$ cat src/rtl/pe_pkg.sv
// Shared widths, default lane count and FSM state type for the requant transmit path.
// Optional ReLU clamp is enabled by defining ACC_REQUANT_RELU_EN.
package pe_pkg;

   localparam int ACC_W     = 32;
   localparam int OUT_W     = 16;
   localparam int DEF_LANES = 4;

   typedef enum logic [1:0] {
      IDLE  = 2'd0,
      QUANT = 2'd1,
      SEND  = 2'd2
   } state_t;

endpackage

$ cat src/rtl/requant_lane.sv
// One lane of rounding arithmetic right shift followed by 16-bit saturation.
// Defining ACC_REQUANT_RELU_EN clamps negative saturated results to zero.
module requant_lane import pe_pkg::*; #(
   parameter int SHIFT_W = 5
) (
   input  logic [ACC_W-1:0]   i_acc,
   input  logic [SHIFT_W-1:0] i_shift,
   output logic [OUT_W-1:0]   o_result
);

   localparam int EXT_W = ACC_W + 1;
   localparam logic signed [EXT_W-1:0] SAT_MAX = EXT_W'(2 ** (OUT_W - 1) - 1);
   localparam logic signed [EXT_W-1:0] SAT_MIN = -SAT_MAX - EXT_W'(1);

   logic signed [EXT_W-1:0] w_ext;
   logic signed [EXT_W-1:0] w_half;
   logic signed [EXT_W-1:0] w_sum;
   logic signed [EXT_W-1:0] w_rnd;
   logic signed [OUT_W-1:0] w_sat;

   // The extra bit keeps acc + half-LSB from overflowing; with shift 0 half is 0.
   always_comb begin
      w_ext  = {i_acc[ACC_W-1], i_acc};
      w_half = '0;
      if (i_shift != '0) begin
         w_half = EXT_W'(1) << (i_shift - SHIFT_W'(1));
      end
      w_sum = w_ext + w_half;
      w_rnd = w_sum >>> i_shift;
      if (w_rnd > SAT_MAX) begin
         w_sat = SAT_MAX[OUT_W-1:0];
      end else if (w_rnd < SAT_MIN) begin
         w_sat = SAT_MIN[OUT_W-1:0];
      end else begin
         w_sat = w_rnd[OUT_W-1:0];
      end
`ifdef ACC_REQUANT_RELU_EN
      if (w_sat[OUT_W-1]) begin
         w_sat = '0;
      end
`endif
      o_result = w_sat;
   end

endmodule

$ cat src/rtl/acc_requant_tx.sv
// Accepts a pack of accumulators, requantizes all lanes in one cycle, then streams them out.
// Defining ACC_REQUANT_RELU_EN enables the ReLU clamp inside each requant_lane.
module acc_requant_tx import pe_pkg::*; #(
   parameter int LANES   = DEF_LANES,
   parameter int SHIFT_W = 5
) (
   input  logic                   aclk,
   input  logic                   aresetn,
   input  logic                   acc_valid,
   output logic                   acc_ready,
   input  logic [ACC_W*LANES-1:0] acc_4pack,
   input  logic                   acc_last,
   input  logic [SHIFT_W-1:0]     shift,
   output logic [OUT_W-1:0]       m_axis_tdata,
   output logic                   m_axis_tvalid,
   input  logic                   m_axis_tready,
   output logic                   m_axis_tlast,
   output logic                   busy
);

   localparam int LW = (LANES > 1) ? $clog2(LANES) : 1;

   state_t                 r_state;
   state_t                 w_nextState;
   logic [ACC_W*LANES-1:0] r_acc;
   logic                   r_last;
   logic [SHIFT_W-1:0]     r_shift;
   logic [OUT_W-1:0]       r_result [LANES];
   logic [OUT_W-1:0]       w_result [LANES];
   logic [LW-1:0]          r_lane;
   logic                   w_accept;
   logic                   w_beat;
   logic                   w_lastLane;

   // Lanes work from the captured pack so later input changes cannot leak in.
   for (genvar g = 0; g < LANES; g++) begin : g_lane
      requant_lane #(.SHIFT_W(SHIFT_W)) u_lane (
         .i_acc    (r_acc[g*ACC_W +: ACC_W]),
         .i_shift  (r_shift),
         .o_result (w_result[g])
      );
   end

   assign w_accept   = acc_valid && acc_ready;
   assign w_beat     = m_axis_tvalid && m_axis_tready;
   assign w_lastLane = (r_lane == LW'(LANES - 1));

   always_ff @(posedge aclk or negedge aresetn) begin
      if (!aresetn) begin
         r_state <= IDLE;
      end else begin
         r_state <= w_nextState;
      end
   end

   always_comb begin
      w_nextState = r_state;
      case (r_state)
         IDLE:    if (w_accept) w_nextState = QUANT;
         QUANT:   w_nextState = SEND;
         SEND:    if (w_beat && w_lastLane) w_nextState = IDLE;
         default: w_nextState = IDLE;
      endcase
   end

   always_comb begin
      acc_ready     = (r_state == IDLE);
      busy          = (r_state != IDLE);
      m_axis_tvalid = (r_state == SEND);
      m_axis_tdata  = '0;
      m_axis_tlast  = 1'b0;
      if (r_state == SEND) begin
         m_axis_tdata = r_result[r_lane];
         m_axis_tlast = r_last && w_lastLane;
      end
   end

   always_ff @(posedge aclk or negedge aresetn) begin
      if (!aresetn) begin
         r_acc    <= '0;
         r_last   <= 1'b0;
         r_shift  <= '0;
         r_lane   <= '0;
         r_result <= '{default: '0};
      end else begin
         if (w_accept) begin
            r_acc   <= acc_4pack;
            r_last  <= acc_last;
            r_shift <= shift;
         end
         if (r_state == QUANT) begin
            r_result <= w_result;
            r_lane   <= '0;
         end else if (w_beat) begin
            r_lane <= w_lastLane ? '0 : r_lane + LW'(1);
         end
      end
   end

endmodule

$ cat config.mk
export PLATFORM = sky130hd
export DESIGN_NAME = acc_requant_tx
export DESIGN_NICKNAME = d
export VERILOG_FILES = /design/src/rtl/pe_pkg.sv /design/src/rtl/requant_lane.sv /design/src/rtl/acc_requant_tx.sv
export SDC_FILE = /design/constraint.sdc
export NUM_CORES = 1
export LEC_CHECK = 0
export CELL_PAD_IN_SITES_DETAIL_PLACEMENT = 1
export CELL_PAD_IN_SITES_GLOBAL_PLACEMENT = 2
export CORE_ASPECT_RATIO = 1.1
export CORE_UTILIZATION = 40
export DETAILED_ROUTE_END_ITERATION = 8
export PLACE_DENSITY_LB_ADDON = 0.1
export SLEW_MARGIN = 20
export SYNTH_ARGS = -nofsm -noshare
export SYNTH_HDL_FRONTEND = slang
export SYNTH_SLANG_ARGS = --single-unit
$ cat constraint.sdc
create_clock -name aclk -period 11.02 [get_ports aclk]
set_input_delay 1.102 -clock aclk [delete_from_list [all_inputs] [get_ports aclk]]
set_output_delay 1.102 -clock aclk [all_outputs]
set_load 0.03 [all_outputs]
# Word-level counts from Yosys, hierarchy flattened
# Cells that the tools add are included.
# word_totals
regBits,202
inputBits,138
output_inout_bits,20
# op_classes
n_addsub,6
order_cmp,9
eq_ne,5
shifts,5
n_mux,20
bitwise_logic,1
n_reduce_logical,9
# ops
operator,n
$mux W16,11
$add A32 B33 Y33,4
$gt A33 B16 Y1 const B,4
$lt A33 B16 Y1 const B,4
$sshr A33 B5 Y33,4
$mux W33,1
$shl A1 B5 Y33 const A,1
$bmux W16 S2,1
$mux W2,5
$pmux W2 S3,1
$reduce_bool A5 Y1,1
$sub A5 B1 Y5 const B,1
$eq A2 B2 Y1 const B,2
$logic_and A1 B1 Y1,4
$ne A2 B1 Y1 const B,2
$reduce_bool A2 Y1,2
$ge A3 B3 Y1 const B,1
$not A2 Y3,1
$add A2 B1 Y2 const B,1
$eq A2 B1 Y1 const B,1
$logic_not A2 Y1,1
$reduce_and A2 Y1,1
$mux W1,1

# Depth between registers and ports, before layout
# Gate-level depths: netlist (run 1).
# depth
ltp_word,8
mapped_depth,29
ltp_nobuf,19

# By module
# A second synthesis (run 1) with hierarchy kept.
# hier_totals
hier_cells,3580
area_unflattened_um2,28466.1
# modules_own_cells
module,instances,cells_each,area_per_inst_um2
requant_lane at g_lane[1].u_lane ...,2,758,5003.5
acc_requant_tx,1,498,8197.9
requant_lane at g_lane[3].u_lane,1,788,5232.5
requant_lane at g_lane[0].u_lane,1,778,5028.6

# Least setup slack after synthesis (run 1)
# No wires, ideal clock.
# synth_path
path_kind,register -> register
from,register r_shift[4]
to,register r_result[49] (netlist bit)
setup_time_ns,0.134
arrival_ns,6.720
required_ns,10.886
slack_ns,4.166
path_stages_with_launch,27
period_less_slack_ns,6.854
path_cell_list,dfrtp_1 -> buf_2 -> clkbuf_1 -> clkbuf_1 -> buf_1 -> clkbuf_1 -> buf_1 -> buf_1 -> nand2_1 -> nor2_1 -> ha_1 -> clkbuf_1 -> a21o_1 -> a21boi_0 -> o21ai_0 -> a21o_1 -> or4_1 -> o21ai_0 -> xor2_1 -> o221ai_1 -> mux2i_1 -> a221oi_1 -> or3_1 -> or4_1 -> o31ai_4 -> buf_2 -> o211ai_1
# synth_via
elab_chain_len,8
word_cells_on_any_way,10
# synth_lines
item,line_no,text
"start, declared",acc_requant_tx.sv:27,logic [SHIFT_W-1:0] r_shift;
"start signal, assigned",acc_requant_tx.sv:89,r_shift <= shift;
$sub A5 B1 Y5,requant_lane.sv:26,w_half = EXT_W'(1) << (i_shift - SHIFT_W'(1));
$shl A1 B5 Y33,requant_lane.sv:26,
$mux W33,requant_lane.sv:25,if (i_shift != '0) begin
$add A32 B33 Y33,requant_lane.sv:28,w_sum = w_ext + w_half;
$sshr A33 B5 Y33 (*),requant_lane.sv:29,w_rnd = w_sum >>> i_shift;
$lt A33 B16 Y1,requant_lane.sv:32,end else if (w_rnd < SAT_MIN) begin
$mux W16,requant_lane.sv:32,
$mux W16 (*),requant_lane.sv:30,if (w_rnd > SAT_MAX) begin
"end signal, assigned",acc_requant_tx.sv:92,r_result <= w_result;
"end, declared",acc_requant_tx.sv:28,logic [OUT_W-1:0] r_result [LANES];
# Mark *: on every way between the ends. The rest lies on a longest branch, timed or not.
# A chain may end at the register's enable or synchronous reset.

# Worst setup path in the final report (run 1)
# layout_path
from,register r_shift[3]
to,register r_result[52] (netlist bit)
# The elaborated chain is that of the path after synthesis.

==> results of run 1 <==
==> kinds of logic after synthesis <==
| logic type | synth area share |
|---|---|
| multiplexers | 0.148 |
| adder cells (fa/ha/maj) | 0.0438 |
| other | 0.000140 |
| AND/OR/NAND/NOR | 0.213 |
| XOR/XNOR | 0.0399 |
| flip-flops | 0.189 |
| AO/OA/AOI/OAI | 0.315 |
| buffers and inverters | 0.0520 |
==> worst max-delay path, delay by kind of cell, from the launching register on <==
kind / cells / cell delay [ps]
AOI/OAI and AO/OA: 11 / 3680
and+or+nand+nor: 4 / 1740
buffers and inverters: 4 / 1040
muxes: 1 / 650
DFF: 1 / 620
adders and majority gates: 1 / 490
==> final timing paths <==
path                                 to
setup / recovery           r_result[52]
hold / removal                r_acc[65]
setup reg to reg           r_result[52]
hold reg to reg            r_result[15]
max in group asynchronous    r_shift[3]
min in group aclk          r_result[15]
==> area by class of cell <==
class	instances	area, sq um
antenna	2	5.00
multi-input combinational	2947	20500
timing repair buffer	224	2090
inverter	61	235
fill	8007	36500
sequential	202	5070
clock inverter	14	143
tap	858	1070
clock buffer	36	739
==> cell usage in the layout (no fill, tap or decap), types with 92 or more instances in the layout <==
| cell | instances |
|---|---|
| a21oi_1 | 244 |
| clkdlybuf4s50_1 | 156 |
| dfrtp_1 | 196 |
| ha_1 | 93 |
| mux2_2 | 173 |
| mux2i_1 | 122 |
| nand2_1 | 315 |
| nand3_1 | 92 |
| nor2_1 | 335 |
| o21ai_0 | 239 |
==> stage by stage <==
| step | cell area [sq um] | hold WS [ps] |
|---|---|---|
| 6_report | 29800 | 429 |
| 3_3_place_gp | 28900 | 459 |
| 2_1_floorplan | 26800 | 441 |
| 3_5_place_dp | 28900 | 464 |
| 5_1_grt | 29800 | 458 |
| 4_1_cts | 29800 | 441 |
==> flip-flops by register name, summed over array words and instances, names as in the netlist <==
register and cells:
r_acc 128, r_lane 2, r_last 1, r_result 64
r_shift 5, r_state 2
==> per-layer routing <==
layer,routed length (um),up-vias,share of wire
met5,19,-,0.00013
met4,9560,2,0.064
met3,13900,443,0.093
met2,64000,1846,0.43
met1,62000,15594,0.41
li1,-,13253,-
==> flow_summary.ini, run 1 <==
[synth]
synth_edf_count = 0
ys_types = 101
syn_inst = 3501
ys_seq_area_frac = 0.189
synthFlopType = dfrtp_1
synth.top_cells.by_area = dfrtp_1 (19%), mux2_2 (7.3%), nor2_1 (4.7%)
synth_top_area_cell = dfrtp_1
synth_area_sq_mm = 0.0268
synthTopCellsByCount = nor2_1 (338), nand2_1 (315), a21oi_1 (245), o21ai_0 (240), clkbuf_1 (222)
syn_avg_cell_area_sq_um = 7.65
async_flop_share = 1.00
yosys_warnings = 0
synth_seq_cells = 202
synth_top_area_share = 0.189
synthMostInstantiatedCell = nor2_1

[sta]
worstMarginPinSlew_ps = 1220
fin_skew_ps = 30.6
fin_setup_tns_ps = 0
fin_ws_ps = 2590
period_needed_ps = 8430
max_slew_margin = 0.183
finalHoldViolCount = 0
setup_violations = 0
rsz0062_at_grt = false
clock.fmax_ghz = 0.119
post-route-period-util = 0.765
slew_viol_final = 0

[worst_hold_path]
hold_class = primary input to asynchronous set/reset pin

[detailed_routing]
vias = 31138
post_drt_wl_per_cell_um = 34.4
drt_wl_total_mm = 149
drt-pass1-iter-count = 6
ant_nets = 0
routed_via_density = 7.17
drt-initial-drc-count = 3630
drc_errors = 0

[grt]
grt_pass1_vias = 30603
gr-usage-met2 = 0.653
antenna_found_initial = 2
grt_max_degree = 116
grt_first_pass_wirelength_mm = 216
grtUsageMet3 = 0.0799
use_met1 = 0.561
overflow = 0
busiest_layer = met2
track_usage = 0.426

[die]
die_area_sq_mm = 0.0680
design.portCount = 158
start_util = 0.404
die_w_um = 249
dieHeight_um = 273
core_sq_mm = 0.0663
rows = 99

[setup_path]
critical_path.startpoint = r_shift[3]
reg2reg_depth = 21
cp.required_ps = 11440
cp-end-kind = flop
cpMostUsedCell = o21ai_0
reg2reg_slack_ps = 2590
path_max_fanout = 115
path_cells = buf_12, inv_2, nand2_1, buf_4, nor2_1, ha_1, a21oi_1, a21boi_0, o21ai_0, a21o_1, or3_1, o21a_1, o211ai_1, o221ai_1, mux2i_1, a22oi_1, o21ai_0, inv_1, or4_1, o31ai_4, o311ai_1
slowest_delay_ps = 660
path_class = flop to flop
cpMaxStageDelayCell = o211ai_1
cp_data_arrival_time_ps = 8850
start_kind = flop
r2r-start = r_shift[3]

[clocking]
cts_num_sinks = 202
post_cts_resized = 0
htree_levels = 1
numCtsBuffers = 27
cts_tree = yes
post-cts-setup-buffers = 0
cts-hold-fix-buffers = 0
path_clk_slew_ps = 70
clkLatencyLatePin_ps = 620
root_buffer = clkbuf_16
clk_path_buf_depth = 3

[place]
dp_hpwl_mm = 117
gp_congestion = 1.06
post-place-ws_ps = 2960
dpl.cell_count = 4292
portBuffers = 157

[cells_and_area]
fin_nets = 3694
utilization = 0.450
instances_no_fill = 4344
drive_gt1_frac = 0.119
area_growth_pct = 11.3

[run_status]
status = finished, final reports clean

[flow_run]
drv_cap = 0
Power of run 1 is left out: the tool's default activity adds up to more than one toggle a clock period on the data nets, which glitch-free logic cannot reach.
==> inputs of run 2 (changes only) <==
Settings changed: CORE_UTILIZATION 40 to 33.
Clock period 11.02 ns to 7.45 ns, I/O delays scaled along.
==> run 2 against run 1 <==
Against the previous run:
- final cell count increased by 6.4%
- largest cell class unchanged
- non-clock buffer count increased by 87
- worst hold slack got worse by 200 ps
- maximum frequency increased by 17%
- final area increased by 2.8%
- register-to-register slack got worse by 2400 ps
- via count decreased by 3.0%
- sequential cell count unchanged
- critical path depth decreased by 3
- highest routed layer is now met4
- critical path type unchanged
==> flow_summary.ini, run 2 (synthesis results as in run 1) <==
[run_status]
status = finished, final reports clean

[sta]
post-route-period-util = 0.970
fin_setup_tns_ps = 0
clock.fmax_ghz = 0.138
finalHoldViolCount = 0
worstMarginPinSlew_ps = 1160
slew_viol_final = 0
max_slew_margin = 0.224
setup_violations = 0
rsz0062_at_grt = false
fin_skew_ps = 14.7
period_needed_ps = 7230
holdWs_ps = 231

[grt]
overflow = 0
track_usage = 0.353
grt_first_pass_wirelength_mm = 215
grt_max_degree = 128
antenna_found_initial = 2
grt_pass1_vias = 29916

[cells_and_area]
top_register = r_acc
multi_input_area_sq_mm = 0.0204
reg_top3 = r_acc: 128 flops, r_result: 64 flops, r_shift: 5 flops
largest_reg_flops = 128
area_growth_pct = 14.5
layout_commonest_cell = nor2_1
drive_gt1_frac = 0.137
num_antenna_cells = 0
most-common-layout-cells = nor2_1 (336), nand2_1 (315), a21oi_1 (244)
fin_nets = 3780
regArea_sq_mm = 0.00507
fillers = 9689

[place]
gp_congestion = 0.991
portBuffers = 157
dp_hpwl_mm = 120

[detailed_routing]
drt-pass1-iter-count = 5
drc_errors = 0
ant_nets = 0
post_drt_wl_per_cell_um = 32.1
drt-initial-drc-count = 2727
drt_wl_total_mm = 148
routed_via_density = 6.54
vias = 30208

[die]
die_area_sq_mm = 0.0823
design.portCount = 158
rows = 109
dieHeight_um = 301
start_util = 0.333
die_w_um = 274
core_sq_mm = 0.0803

[clocking]
htree_levels = 1
path_clk_slew_ps = 70
cts_num_sinks = 202
clk_path_buf_depth = 3
cts-hold-fix-buffers = 0
post-cts-setup-buffers = 0
numCtsBuffers = 26
root_buffer = clkbuf_16
clkLatencyLatePin_ps = 590
cts_tree = yes

[setup_path]
start_kind = flop
cp_data_arrival_time_ps = 7640
cp-end-kind = flop
path_max_fanout = 24
path_class = flop to flop
cp.required_ps = 7860

[power]
pwr_density_cell_mw_per_mm2 = 605
p_leak_uw = 0.0122
irDropWorstVdd_mv = 0.326

[worst_hold_path]
hold_class = primary input to asynchronous set/reset pin

[flow_run]
drv_cap = 0
run 2: metal layers:
| metal | up-vias | global-route usage | share of wire |
|---|---|---|---|
| met1 | 15280 | 0.493 | 0.45 |
| met2 | 1270 | 0.549 | 0.44 |
| met4 | 0 | 0.151 | 0.048 |
| li1 | 13431 | - | - |
| met5 | - | 0 | 0 |
| met3 | 227 | 0.0354 | 0.061 |
run 2: power by group:
| group | switching, uW | internal [uW] |
|---|---|---|
| Sequential | 1020 | 1640 |
| Clock | 528 | 757 |
| Combinational | 9560 | 5050 |
| Total | 11100 | 7450 |
run 2: path summary, 6_finish.rpt:
path | start | endpoint | slack, ps | cells past startpoint
max | r_shift[4] | r_result[52] | 220 | 18
min | aresetn | r_acc[2] | 230 | 1
max reg2reg | r_shift[4] | r_result[52] | 220 | 18
min reg2reg | r_result[31] | r_result[31] | 490 | 2
max in group asynchronous | aresetn | r_acc[49] | 6120 | 2
min in group aclk | r_result[31] | r_result[31] | 490 | 2
run 2: worst max-delay path: stages, from the launching register on:
cell      delay, ps
dfrtp_4         620
buf_4           260
nor3b_2         220
nand2_1         380
xnor2_1         260
ha_1            240
a31oi_1         250
a22oi_1         230
o21ai_1         660
a31oi_2         390
o21ai_0         290
xor2_1          490
o221ai_1        270
mux2i_1         450
a221oi_1        230
or3_1           420
or4_1           550
o31ai_4         590
o311ai_1        220
run 2: repair_timing:
| item | in CTS | in global routing |
|---|---|---|
| gates cloned | 0 | 0 |
| pin swaps | 0 | 1 |
| resized for setup | 1 | 3 |
| setup endpoints to repair | 5 | 31 |
run 2: through the flow:
step | worst slack, ps | utilization | instance area, sq um | power, uW | cells
after floorplan | 596 | - | 26800 | 11200 | 3504
after global placement | 83.2 | 0.371 | 29800 | 16600 | 4575
after detailed placement | 52.3 | 0.371 | 29800 | 16800 | 4575
after CTS | 321 | 0.381 | 30600 | 18200 | 4621
after global routing | 28.5 | 0.382 | 30700 | 19500 | 4621
final | 221 | 0.382 | 30700 | 18600 | 4621
run 2: cell type report:
cell class                 count  area share
clock buffer                  36      0.0241
clock inverter                10     0.00347
inverter                      61     0.00767
multi-input combinational   2947       0.665
sequential                   202       0.165
tap                         1054      0.0430
timing repair buffer         311      0.0908
No activity file was read; power rests on OpenSTA's default activity.
==> inputs of run 3 (changes only) <==
Settings changed: CORE_ASPECT_RATIO 1.1 to 0.6, CTS_CLUSTER_DIAMETER set to 120.
==> run 3 against run 2 <==
Against the previous run:
- the flow now finishes with violations (design-rule violations)
- sequential power is 5% higher
- via count rose by 2.5%
- maximum frequency grew 1.6%
- clock power shrank 3%
- worst hold slack worse by 120 ps
- worst setup slack better by 110 ps
- final area about the same
- first-iteration DRC count is 36% higher
- utilization increased by 0.20 points
- total power grew 0.44%
- final cell count increased by 0.30%
- largest cell class unchanged
==> flow_summary.ini, run 3 (synthesis results as in run 1) <==
[run_status]
status = finished with violations
failed_checks = design-rule violations

[cells_and_area]
reg_top3 = r_acc: 128 flops, r_result: 64 flops, r_shift: 5 flops
most-common-layout-cells = nor2_1 (336), nand2_1 (315), a21oi_1 (244)
drive_gt1_frac = 0.138
fin_nets = 3779
utilization = 0.384
stdcell_area_sq_mm = 0.0306
largest_reg_flops = 128
layout_commonest_cell = nor2_1
top_register = r_acc
instances_no_fill = 4635
area_growth_pct = 14.4

[detailed_routing]
post_drt_wl_per_cell_um = 33.7
ant_nets = 0
vias = 30975
drc_errors = 4
routed_via_density = 6.68
drt_wl_total_mm = 156
drt-pass1-iter-count = 9
drt-initial-drc-count = 3705

[power]
p_leak_uw = 0.0121
clockPowerShare = 0.067
p_switching_uw = 11300
switching_share = 0.605
irDropWorstVdd_mv = 0.231
p_seq_frac = 0.150
pwr-share-comb = 0.783
pwr_density_cell_mw_per_mm2 = 608
p_int_uw = 7360

[grt]
grt_first_pass_wirelength_mm = 223
grt_max_degree = 127
overflow = 0
antenna_found_initial = 16
track_usage = 0.371
grt_pass1_vias = 30219

[clocking]
cts-hold-fix-buffers = 0
clk_path_buf_depth = 3
path_clk_slew_ps = 60
cts_tree = yes
cts_num_sinks = 202
htree_levels = 1
post-cts-setup-buffers = 0
numCtsBuffers = 23
clkLatencyLatePin_ps = 610
post_cts_resized = 0
root_buffer = clkbuf_16

[die]
die_area_sq_mm = 0.0823
start_util = 0.335
core_sq_mm = 0.0799
design.portCount = 158
die_w_um = 370
dieHeight_um = 223
rows = 80

[sta]
setup_violations = 0
slew_viol_final = 0
fin_skew_ps = 19.0
finalHoldViolCount = 0
period_needed_ps = 7120
post-route-period-util = 0.955
worstMarginPinSlew_ps = 1150
clock.fmax_ghz = 0.141
max_slew_margin = 0.229
rsz0062_at_grt = false

[place]
portBuffers = 157
dpl_cell_area_sq_mm = 0.0298
dp_hpwl_mm = 126
gp_congestion = 0.991
dpl.cell_count = 4589

[flow_run]
drv_cap = 0

[worst_hold_path]
hold_class = primary input to asynchronous set/reset pin

[setup_path]
path_class = flop to flop
cp.required_ps = 7900
cp_data_arrival_time_ps = 7570
start_kind = flop
cp-end-kind = flop
path_max_fanout = 26
==> run 3: cell count changes in the layout (fill, tap and decap cells not counted), moves of 2 or more <==
cell	before	now
diode_2	0	5
clkbuf_1	6	3
clkbuf_16	27	23
clkinv_2	7	3
clkbuf_8	3	9
buf_4	150	152
==> run 3: power by group through the flow <==
stage               Clock (uW)  Combinational, uW  Sequential, uW
floorplan                    0               9290            1900
global placement             0              14000            2710
detailed placement           0              14100            2740
CTS                       1280              14100            2730
global route              1310              15400            2830
finish                    1250              14600            2790
==> run 3: worst paths after layout <==
| kind | startpoint | endpoint | slack [ps] | cells after the start |
|---|---|---|---|---|
| worst max-delay path | r_shift[3] | r_result[52] | 330 | 18 |
| min in group aclk | r_result[29] | r_result[29] | 510 | 1 |
| worst max register to register | r_shift[3] | r_result[52] | 330 | 18 |
| worst min-delay path | aresetn | r_acc[90] | 110 | 1 |
| worst min register to register | r_result[29] | r_result[29] | 510 | 1 |
| max in group asynchronous | aresetn | r_result[0] | 6060 | 2 |
==> run 3: worst max-delay path, cell delays in order, from the launching register on <==
cell,delay (ps)
dfrtp_4,670
nand2b_1,140
buf_4,220
nor2_1,710
ha_1,470
and3_1,250
a221o_1,330
maj3_1,500
or4_1,500
o21ai_0,200
xor2_1,460
o221ai_1,310
mux2i_1,380
a221oi_1,230
or3_1,400
or4_1,530
o31ai_4,260
buf_4,240
o311ai_1,130
==> run 3: metrics by stage <==
step                setup WS (ps)  total power, uW  hold slack, ps  setup TNS, ps
global placement             -503            16700             467          -6980
finish                        334            18600             114              0
global route                 19.8            19500             133              0
CTS                           128            18200             114              0
floorplan                     596            11200             441              0
detailed placement            179            16800             488              0
==> run 3: layout make-up <==
class	count	area [sq um]
Clock inverter	6	68.8
Timing Repair Buffer	313	2800
Inverter	61	235
Sequential cell	202	5070
Clock buffer	35	711
Multi-Input combinational cell	2947	20400
Fill cell	9674	49200
Tap cell	1066	1330
Antenna cell	5	12.5
==> run 3: layer usage <==
layer	vias up	GRT usage	part of all wire
met5	-	0.0122	0.00097
met4	4	0.0834	0.024
met3	185	0.0915	0.10
met2	1486	0.512	0.39
met1	15871	0.563	0.48
li1	13429	-	-
